[config.mk]
export PLATFORM = sky130hd
export DESIGN_NAME = serial_frame_tx
export DESIGN_NICKNAME = d
export VERILOG_FILES = /design/src/rtl/serial_frame_pkg.sv /design/src/rtl/serial_bit_timer.sv /design/src/rtl/serial_frame_tx.sv
export SDC_FILE = /design/constraint.sdc
export NUM_CORES = 1
export LEC_CHECK = 0
export ABC_AREA = 1
export CORE_ASPECT_RATIO = 1.1
export CORE_UTILIZATION = 36
export CTS_BUF_LIST = sky130_fd_sc_hd__clkbuf_4
export CTS_CLUSTER_SIZE = 40
export DETAILED_ROUTE_END_ITERATION = 6
export HOLD_SLACK_MARGIN = 0.1
export REMOVE_ABC_BUFFERS = 1
export SYNTH_ARGS = -nofsm -noshare
export SYNTH_HDL_FRONTEND = slang
export SYNTH_SLANG_ARGS = --single-unit
[constraint.sdc]
create_clock -name clk -period 3 [get_ports clk]
set_clock_uncertainty 0.2 [all_clocks]
set_input_delay 0.45 -clock clk [delete_from_list [all_inputs] [get_ports clk]]
set_output_delay 0.45 -clock clk [all_outputs]
set_load 0.03 [all_outputs]
[src/rtl/serial_frame_pkg.sv]
// Shared definitions for the serial frame transmitter and receiver.
package serial_frame_pkg;

   localparam int unsigned DEF_CMD_BITS   = 8;
   localparam int unsigned DEF_ADDR_BITS  = 4;
   localparam int unsigned DEF_EOF_BITS   = 2;
   localparam int unsigned DEF_BIT_CYCLES = 1;
   localparam int unsigned DEF_GAP_BITS   = 1;

   localparam logic [2:0] ST_IDLE = 3'd0;
   localparam logic [2:0] ST_SOP  = 3'd1;
   localparam logic [2:0] ST_CMD  = 3'd2;
   localparam logic [2:0] ST_ADDR = 3'd3;
   localparam logic [2:0] ST_EOF  = 3'd4;
   localparam logic [2:0] ST_GAP  = 3'd5;

   typedef enum logic [2:0] {
      S_IDLE = ST_IDLE,
      S_SOP  = ST_SOP,
      S_CMD  = ST_CMD,
      S_ADDR = ST_ADDR,
      S_EOF  = ST_EOF,
      S_GAP  = ST_GAP
   } frame_state_e;

   function automatic int unsigned max2(input int unsigned a, input int unsigned b);
      return (a > b) ? a : b;
   endfunction

   // Bits needed to hold 0..max_val; never less than one bit.
   function automatic int unsigned cnt_width(input int unsigned max_val);
      return (max_val > 0) ? $clog2(max_val + 1) : 1;
   endfunction

endpackage

[src/rtl/serial_bit_timer.sv]
// Bit-period timer: tick marks the last clock of each serial bit period.
module serial_bit_timer
   import serial_frame_pkg::*;
#(
   parameter int unsigned BIT_CYCLES = DEF_BIT_CYCLES
) (
   input  logic clk,
   input  logic rst,
   input  logic run,
   output logic tick
);

   localparam int unsigned CW = cnt_width(BIT_CYCLES - 1);

   logic [CW-1:0] cnt_q;
   logic [CW-1:0] cnt_d;

   assign tick = run && (cnt_q == CW'(BIT_CYCLES - 1));

   // Count clocks within a bit; hold at zero while idle so each frame starts aligned.
   always_comb begin
      cnt_d = '0;
      if (run && !tick) begin
         cnt_d = cnt_q + CW'(1);
      end
   end

   // Period counter register.
   always_ff @(posedge clk or negedge rst) begin
      if (!rst) begin
         cnt_q <= '0;
      end else begin
         cnt_q <= cnt_d;
      end
   end

endmodule

[src/rtl/serial_frame_tx.sv]
// Serial frame transmitter: SOP(0), CMD LSB-first, ADDR LSB-first, EOF ones, idle gap.
module serial_frame_tx
   import serial_frame_pkg::*;
#(
   parameter int unsigned CMD_BITS   = DEF_CMD_BITS,
   parameter int unsigned ADDR_BITS  = DEF_ADDR_BITS,
   parameter int unsigned EOF_BITS   = DEF_EOF_BITS,
   parameter int unsigned BIT_CYCLES = DEF_BIT_CYCLES,
   parameter int unsigned GAP_BITS   = DEF_GAP_BITS
) (
   input  logic                 clk,
   input  logic                 rst,
   input  logic                 in_valid,
   output logic                 in_ready,
   input  logic [CMD_BITS-1:0]  in_cmd,
   input  logic [ADDR_BITS-1:0] in_addr,
   output logic                 tx_out,
   output logic                 busy,
   output logic                 done
);

   localparam int unsigned IDX_MAX  = max2(max2(CMD_BITS, ADDR_BITS), max2(EOF_BITS, GAP_BITS)) - 1;
   localparam int unsigned IW       = cnt_width(IDX_MAX);
   localparam int unsigned GAP_LAST = (GAP_BITS > 0) ? GAP_BITS - 1 : 0;

   logic [2:0]           state_q,    state_d;
   logic [IW-1:0]        bit_idx_q,  bit_idx_d;
   logic [CMD_BITS-1:0]  cmd_sh_q,   cmd_sh_d;
   logic [ADDR_BITS-1:0] addr_sh_q,  addr_sh_d;
   logic                 tx_out_q,   tx_out_d;
   logic                 in_ready_q, in_ready_d;
   logic                 tick;

   serial_bit_timer #(
      .BIT_CYCLES (BIT_CYCLES)
   ) u_bit_timer (
      .clk  (clk),
      .rst  (rst),
      .run  (state_q != ST_IDLE),
      .tick (tick)
   );

   assign tx_out   = tx_out_q;
   assign in_ready = in_ready_q;
   assign busy     = (state_q != ST_IDLE);
   assign done     = (state_q == ST_EOF) && tick && (bit_idx_q == IW'(EOF_BITS - 1));

   // Frame sequencing; tx_out_d is the value the line takes for the next bit period,
   // so bit 0 of each shift register is always the bit about to go out.
   always_comb begin
      state_d   = state_q;
      bit_idx_d = bit_idx_q;
      cmd_sh_d  = cmd_sh_q;
      addr_sh_d = addr_sh_q;
      tx_out_d  = tx_out_q;
      case (state_q)
         ST_IDLE: begin
            tx_out_d = 1'b1;
            if (in_valid && in_ready_q) begin
               state_d   = ST_SOP;
               bit_idx_d = '0;
               cmd_sh_d  = in_cmd;
               addr_sh_d = in_addr;
               tx_out_d  = 1'b0;
            end
         end
         ST_SOP: begin
            if (tick) begin
               state_d  = ST_CMD;
               tx_out_d = cmd_sh_q[0];
            end
         end
         ST_CMD: begin
            if (tick) begin
               if (bit_idx_q == IW'(CMD_BITS - 1)) begin
                  state_d   = ST_ADDR;
                  bit_idx_d = '0;
                  tx_out_d  = addr_sh_q[0];
               end else begin
                  bit_idx_d = bit_idx_q + IW'(1);
                  cmd_sh_d  = cmd_sh_q >> 1;
                  tx_out_d  = cmd_sh_d[0];
               end
            end
         end
         ST_ADDR: begin
            if (tick) begin
               if (bit_idx_q == IW'(ADDR_BITS - 1)) begin
                  state_d   = ST_EOF;
                  bit_idx_d = '0;
                  tx_out_d  = 1'b1;
               end else begin
                  bit_idx_d = bit_idx_q + IW'(1);
                  addr_sh_d = addr_sh_q >> 1;
                  tx_out_d  = addr_sh_d[0];
               end
            end
         end
         ST_EOF: begin
            tx_out_d = 1'b1;
            if (tick) begin
               if (bit_idx_q == IW'(EOF_BITS - 1)) begin
                  state_d   = (GAP_BITS == 0) ? ST_IDLE : ST_GAP;
                  bit_idx_d = '0;
               end else begin
                  bit_idx_d = bit_idx_q + IW'(1);
               end
            end
         end
         ST_GAP: begin
            tx_out_d = 1'b1;
            if (tick) begin
               if (bit_idx_q == IW'(GAP_LAST)) begin
                  state_d   = ST_IDLE;
                  bit_idx_d = '0;
               end else begin
                  bit_idx_d = bit_idx_q + IW'(1);
               end
            end
         end
         default: begin
            state_d   = ST_IDLE;
            bit_idx_d = '0;
            tx_out_d  = 1'b1;
         end
      endcase
   end

   // Ready is registered from the next state, so it is high exactly in IDLE cycles
   // (except the first one after reset) and never follows in_valid combinationally.
   always_comb begin
      in_ready_d = (state_d == ST_IDLE);
   end

   // State, shift and line registers; reset aborts any frame with the line high.
   always_ff @(posedge clk or negedge rst) begin
      if (!rst) begin
         state_q    <= ST_IDLE;
         bit_idx_q  <= '0;
         cmd_sh_q   <= '0;
         addr_sh_q  <= '0;
         tx_out_q   <= 1'b1;
         in_ready_q <= 1'b0;
      end else begin
         state_q    <= state_d;
         bit_idx_q  <= bit_idx_d;
         cmd_sh_q   <= cmd_sh_d;
         addr_sh_q  <= addr_sh_d;
         tx_out_q   <= tx_out_d;
         in_ready_q <= in_ready_d;
      end
   end

endmodule

* Yosys cells after proc, flatten, opt, wreduce, memory -nomap -nowiden
Index checks and enable logic that the tools add are counted.
** Operators by class
- Add/sub/neg operators :: 2
- Eq/ne operators :: 16
- Multiplexer cells :: 37
- Bitwise logic cells :: 2
- Reduce and logical (&&, ||, !) cells :: 16
** Operators by type and width (number)
- 3-bit two-way mux :: 19
- 3-bit one-hot mux with 6 select lines :: 2
- 8-bit two-way mux :: 3
- 2-bit != test (second input constant) :: 8
- 8-bit one-hot mux with 2 select lines :: 1
- 4-bit two-way mux :: 3
- 3-bit by 2-bit equality test with 1-bit output (second input constant) :: 3
- 3-bit equality test (second input constant) :: 3
- 3-bit logical NOT :: 3
- 4-bit one-hot mux with 2 select lines :: 1
- 4-bit AND reduction :: 2
- 1-bit two-way mux :: 7
- 3-bit by 1-bit equality test with 1-bit output (second input constant) :: 2
- 6-bit AND reduction :: 1
- 1-bit logical AND :: 5
- 1-bit one-hot mux with 4 select lines :: 1
- 2-bit nonzero test :: 2
- 3-bit by 1-bit adder with 3-bit output (second input constant) :: 1
- 3-bit AND reduction :: 1
- 3-bit nonzero test :: 1
- 1-bit inverter :: 2
- 1-bit adder (second input constant) :: 1
- 1-bit logical NOT :: 1
** Storage, ports and cells
- Register bits :: 21
- Word-level logic and storage cells :: 80

* Logic depth before layout (Yosys ltp)
- Depth after elaboration :: 5
- Mapped depth :: 9

* By module
From an unflattened synthesis, not the netlist that was laid out.
** Unflattened totals
- Cells, all modules :: 208
- Area, all modules :: 1541.5 sq um
** By module, submodules not included
- serial_frame_tx :: times used 1, cells each 204, area an instance 1502.7 sq um, seq. area each 501.7 sq um
- serial_bit_timer :: times used 1, cells each 4, area an instance 38.8 sq um, seq. area each 25.0 sq um

* Worst setup path before layout
Ideal clock, no wire load.
- Path type :: register to output
- Start :: reg state_q[0]
- End :: out done
- Arrival :: 1.081 ns
- Setup slack :: 1.269 ns
- Stages on the path, launching flop included :: 7
- Buffers on the path :: 1
- Cell sequence :: dfrtp_1 > buf_4 > nor2_4 > nand2_1 > inv_1 > nand2_1 > inv_1
** On the way
- Cells in the longest elaborated chain, start to end :: 4
- Elaborated cells on any way between the ends :: 5
** Ends and longest elaborated chain
- start, declared :: line serial_frame_tx.sv:26 : logic [2:0] state_q, state_d;
- start signal, assigned :: line serial_frame_tx.sv:145 : state_q <= state_d;
- 3-bit nonzero test :: line serial_frame_tx.sv:39 : .run (state_q != ST_IDLE),
- 1-bit logical AND :: line serial_bit_timer.sv:18 : assign tick = run && (cnt_q == CW'(BIT_CYCLES - 1));
- 1-bit logical AND * (2 in series) :: line serial_frame_tx.sv:46 : assign done = (state_q == ST_EOF) && tick && (bit_idx_q == IW'(EOF_BITS - 1));
- end, declared :: line serial_frame_tx.sv:19 : output logic done
Mark *: on every way between the ends. The rest lies on a longest branch, timed or not.

* Worst setup path in the final report
Same ends and word-level chain as after synthesis.

==> parameters.txt <==
Parameter                              Value

Critical path
  Worst setup path category    flop to output pin
  Data required time of the worst path    2.35 ns
  Nature of the critical path startpoint    flop
  Type of element capturing the critical path    output pin
  Top Family by Delay on Critical Path    buffers and inverters
  Maximum fanout count along the critical path    8
  Arrival time worst endpoint    between 2 and 2.5 ns
  Crit Reg-Reg Endpoint    cmd_sh_q[6]
  Critical path's slowest cell    sky130_fd_sc_hd__clkdlybuf4s50_1
  R2r worst-path depth    8
  Register-to-register path setup slack    about 1.2 ns
  Reg2Reg Launch Point    bit_idx_q[0]
  Number of buffer and inverter stages on the critical path    3
  Largest incremental delay on the critical path    0.66 ns
  Cells traversed along the worst timing path    nor2_4 > nand2_1 > inv_1 > nand2_1 > inv_1 > clkdlybuf4s50_1

STA
  Final Setup Violations    0
  Setup TNS    0 ns
  Share of the clock period used by the worst path    89.61%
  Period minus WS final    2.688 ns
  Post-Route Hold Slack    0.2614 ns
  Endpoints failing hold    0
  Peak clock frequency supported by timing    0.3720 GHz
  Final number of max-transition violations    0
  Unrepaired setup endpoints after global routing    false

Final layout
  Number of nets in the layout    about 250
  Area added between synthesis and finish    15.48%
  Most common cell after layout, fill and taps aside    sky130_fd_sc_hd__nand2_1
  Seq. cell area    526.8 um2
  Commonest non-fill, non-tap cells in the layout    sky130_fd_sc_hd__nand2_1, sky130_fd_sc_hd__nor2_1, sky130_fd_sc_hd__dfrtp_1
  Non-Filler Cell Area, Final    0.001670 mm2
  Filler Cells Inserted    403
  Diode insertion count for antenna repair    0
  Core occupancy in the finished layout    44.65%
  Fraction of final layout cells sized beyond drive strength 1    under 10%
  Multi-input logic area    792.0 um2

Floorplan
  Chip height    68.48 um
  Area enclosed by the die boundary    0.004276 mm2
  Width of the chip    62.44 um
  Number of placement rows    23
  Initial cell density of the core    38.66%
  Std-Cell Core Area    0.003741 mm2
  I/O pin count    19

Place
  Dpl hpwl    2410 um
  Gpl congestion    0.7893
  Count of input and output buffers    18
  Placed cell area    0.001640 mm2

Global route
  GRT Overall Usage    16.54%
  First-pass GRT wire length    around 5500 um
  Global route total overflow    0
  Number of antenna violations at the first check in global routing    0
  Maximum number of pins on one net before global-route repair    22
  Number of global-route vias before repair    1253

Power and ir drop
  Maximum vdd ir drop    0.3098 mV
  PwrDens    900.3 mW/mm2
  Lkg Pwr    0.8620 nW

Drt
  Remaining antenna violation count after routing    0
  Wire length per cell    11.02 um
  Vias per inst    4.641
  Number of iterations in the first detailed-routing pass    4
  Number of design-rule violations left by the first detailed-router iteration    49
  Residual DRC count    0
  Post-Route WL    roughly 3100 um
  Vias    1304

Hold path
  Hold Crit Class    input port to asynchronous set/reset pin

Outcome
  Status    complete, no violations

Run
  Max-cap violation count    0

Clocking
  Clk slew on worst S/H paths    0.13 ns
  Number of buffers inserted during clock tree synthesis    3
  Number of buffers inserted by hold repair at cts    0
  Resized cells post-CTS    0
  Clock H-tree levels    1
  TritonCTS sink count    21
  Worst-case clock buffer depth    2
  Setup Fix Bufs, Post-CTS    0
  Buffer type at the clock tree root    sky130_fd_sc_hd__clkbuf_4
  TritonCTS clock tree    done
  Insertion delay to the later sink of the worst-skew pair    a little over 0.3 ns

Synth
  Number of cells produced by synthesis    214
  Cell Area, Synth    0.001446 mm2
  Total number of yosys warnings    0
  Seq/Total Area, Yosys    between 30% and 40%
  Syn_area_per_cell    6.759 um2
  Number of library cell types mapped by synthesis    22
  Number of flip-flops and latches in the synthesized netlist    21
==> state kept, by name (all words and copies together) (netlist names) <==
register / cells
cmd_sh_q: 8
bit_idx_q: 3
u_bit_timer.cnt_q: 1
state_q: 3
tx_out: 1
addr_sh_q: 4
in_ready: 1
==> worst reg2reg max path, delay by kind of cell (launching register included) <==
family	cells	cell delay [ns]
AOI/OAI and AO/OA	1	0.07
adders and majority gates	2	0.49
buffers and inverters	1	0.12
DFF	1	0.43
and+or+nand+nor	4	0.43
==> where the power goes <==
part	leakage [nW]	internal [W]	switching, W
Sequential	0.262	0.000411	0.000100
Combinational	0.586	0.000302	0.000543
Clock	0.0139	0.0000508	0.0000970
==> final cells by class <==
cell class / count / area share [%]
multi-input combinational: 168 / 47.42
clock inverter: 1 / 0.4494
sequential: 21 / 31.54
clock buffer: 3 / 1.348
inverter: 19 / 4.270
timing repair buffer: 19 / 11.24
tap: 50 / 3.745
==> per-stage QoR <==
step / total power (W) / worst slack [ns] / instances
after floorplan: 0.001129 / 1.259 / 208
after global placement: 0.001360 / 0.6792 / 277
after detailed placement: 0.001371 / 0.6547 / 277
after CTS: 0.001519 / 0.2965 / 281
after global routing: 0.001683 / 0.1864 / 281
final: 0.001504 / 0.3118 / 281
==> layer usage <==
layer	wire length, um	up-vias	track usage (%)	share of wire (%)
met2	1494	20	29.89	48
met4	33	0	5.523	1.1
met5	0	-	0	0
met3	106	4	1.833	3.4
met1	1462	581	20.74	47
li1	-	699	-	-
==> synth_stat cells <==
library cell / number / area [um2]
sky130_fd_sc_hd__o21ai_0: 11 / 55.05
sky130_fd_sc_hd__o21ai_1: 6 / 30.03
sky130_fd_sc_hd__or2_1: 3 / 18.77
sky130_fd_sc_hd__nand3_2: 2 / 20.02
sky130_fd_sc_hd__nand4_1: 4 / 25.02
sky130_fd_sc_hd__buf_4: 1 / 7.510
sky130_fd_sc_hd__buf_6: 4 / 45.04
sky130_fd_sc_hd__inv_1: 17 / 63.81
sky130_fd_sc_hd__conb_1: 1 / 3.750
sky130_fd_sc_hd__nand2_1: 81 / 304.0
sky130_fd_sc_hd__dfrtp_1: 20 / 500.5
sky130_fd_sc_hd__nor2_1: 30 / 112.6
sky130_fd_sc_hd__nor2_4: 2 / 22.52
sky130_fd_sc_hd__o21ai_2: 1 / 8.760
sky130_fd_sc_hd__nand2_2: 3 / 18.77
sky130_fd_sc_hd__nor2_2: 3 / 18.77
sky130_fd_sc_hd__dfstp_2: 1 / 26.28
sky130_fd_sc_hd__inv_2: 2 / 7.510
sky130_fd_sc_hd__clkbuf_1: 1 / 3.750
sky130_fd_sc_hd__or2_2: 3 / 18.77
sky130_fd_sc_hd__nand3_1: 12 / 60.06
sky130_fd_sc_hd__ha_1: 6 / 75.07
==> how the worst max path moves through the flow <==
stage | startpoint | end | slack [ns] | cells past startpoint
6_report | state_q[0] | done | 0.31 | 6
3_5_place_dp | state_q[0] | done | 0.65 | 6
4_1_cts | state_q[0] | done | 0.30 | 6
5_1_grt | state_q[0] | done | 0.19 | 6
2_1_floorplan | state_q[0] | done | 1.26 | 5
3_3_place_gp | state_q[0] | done | 0.68 | 6
==> kinds of logic (layout without fill, tap and decap cells) <==
family | after synthesis | in the layout | synth area share, %
compound gates | 18 | 18 | 6.488
buf+inv | 25 | 42 | 8.823
fa+ha+maj | 6 | 6 | 5.190
flops | 21 | 21 | 36.42
simple gates | 143 | 143 | 42.82
other cells | 1 | 1 | 0.2593
(Power assumes the default switching activity.)
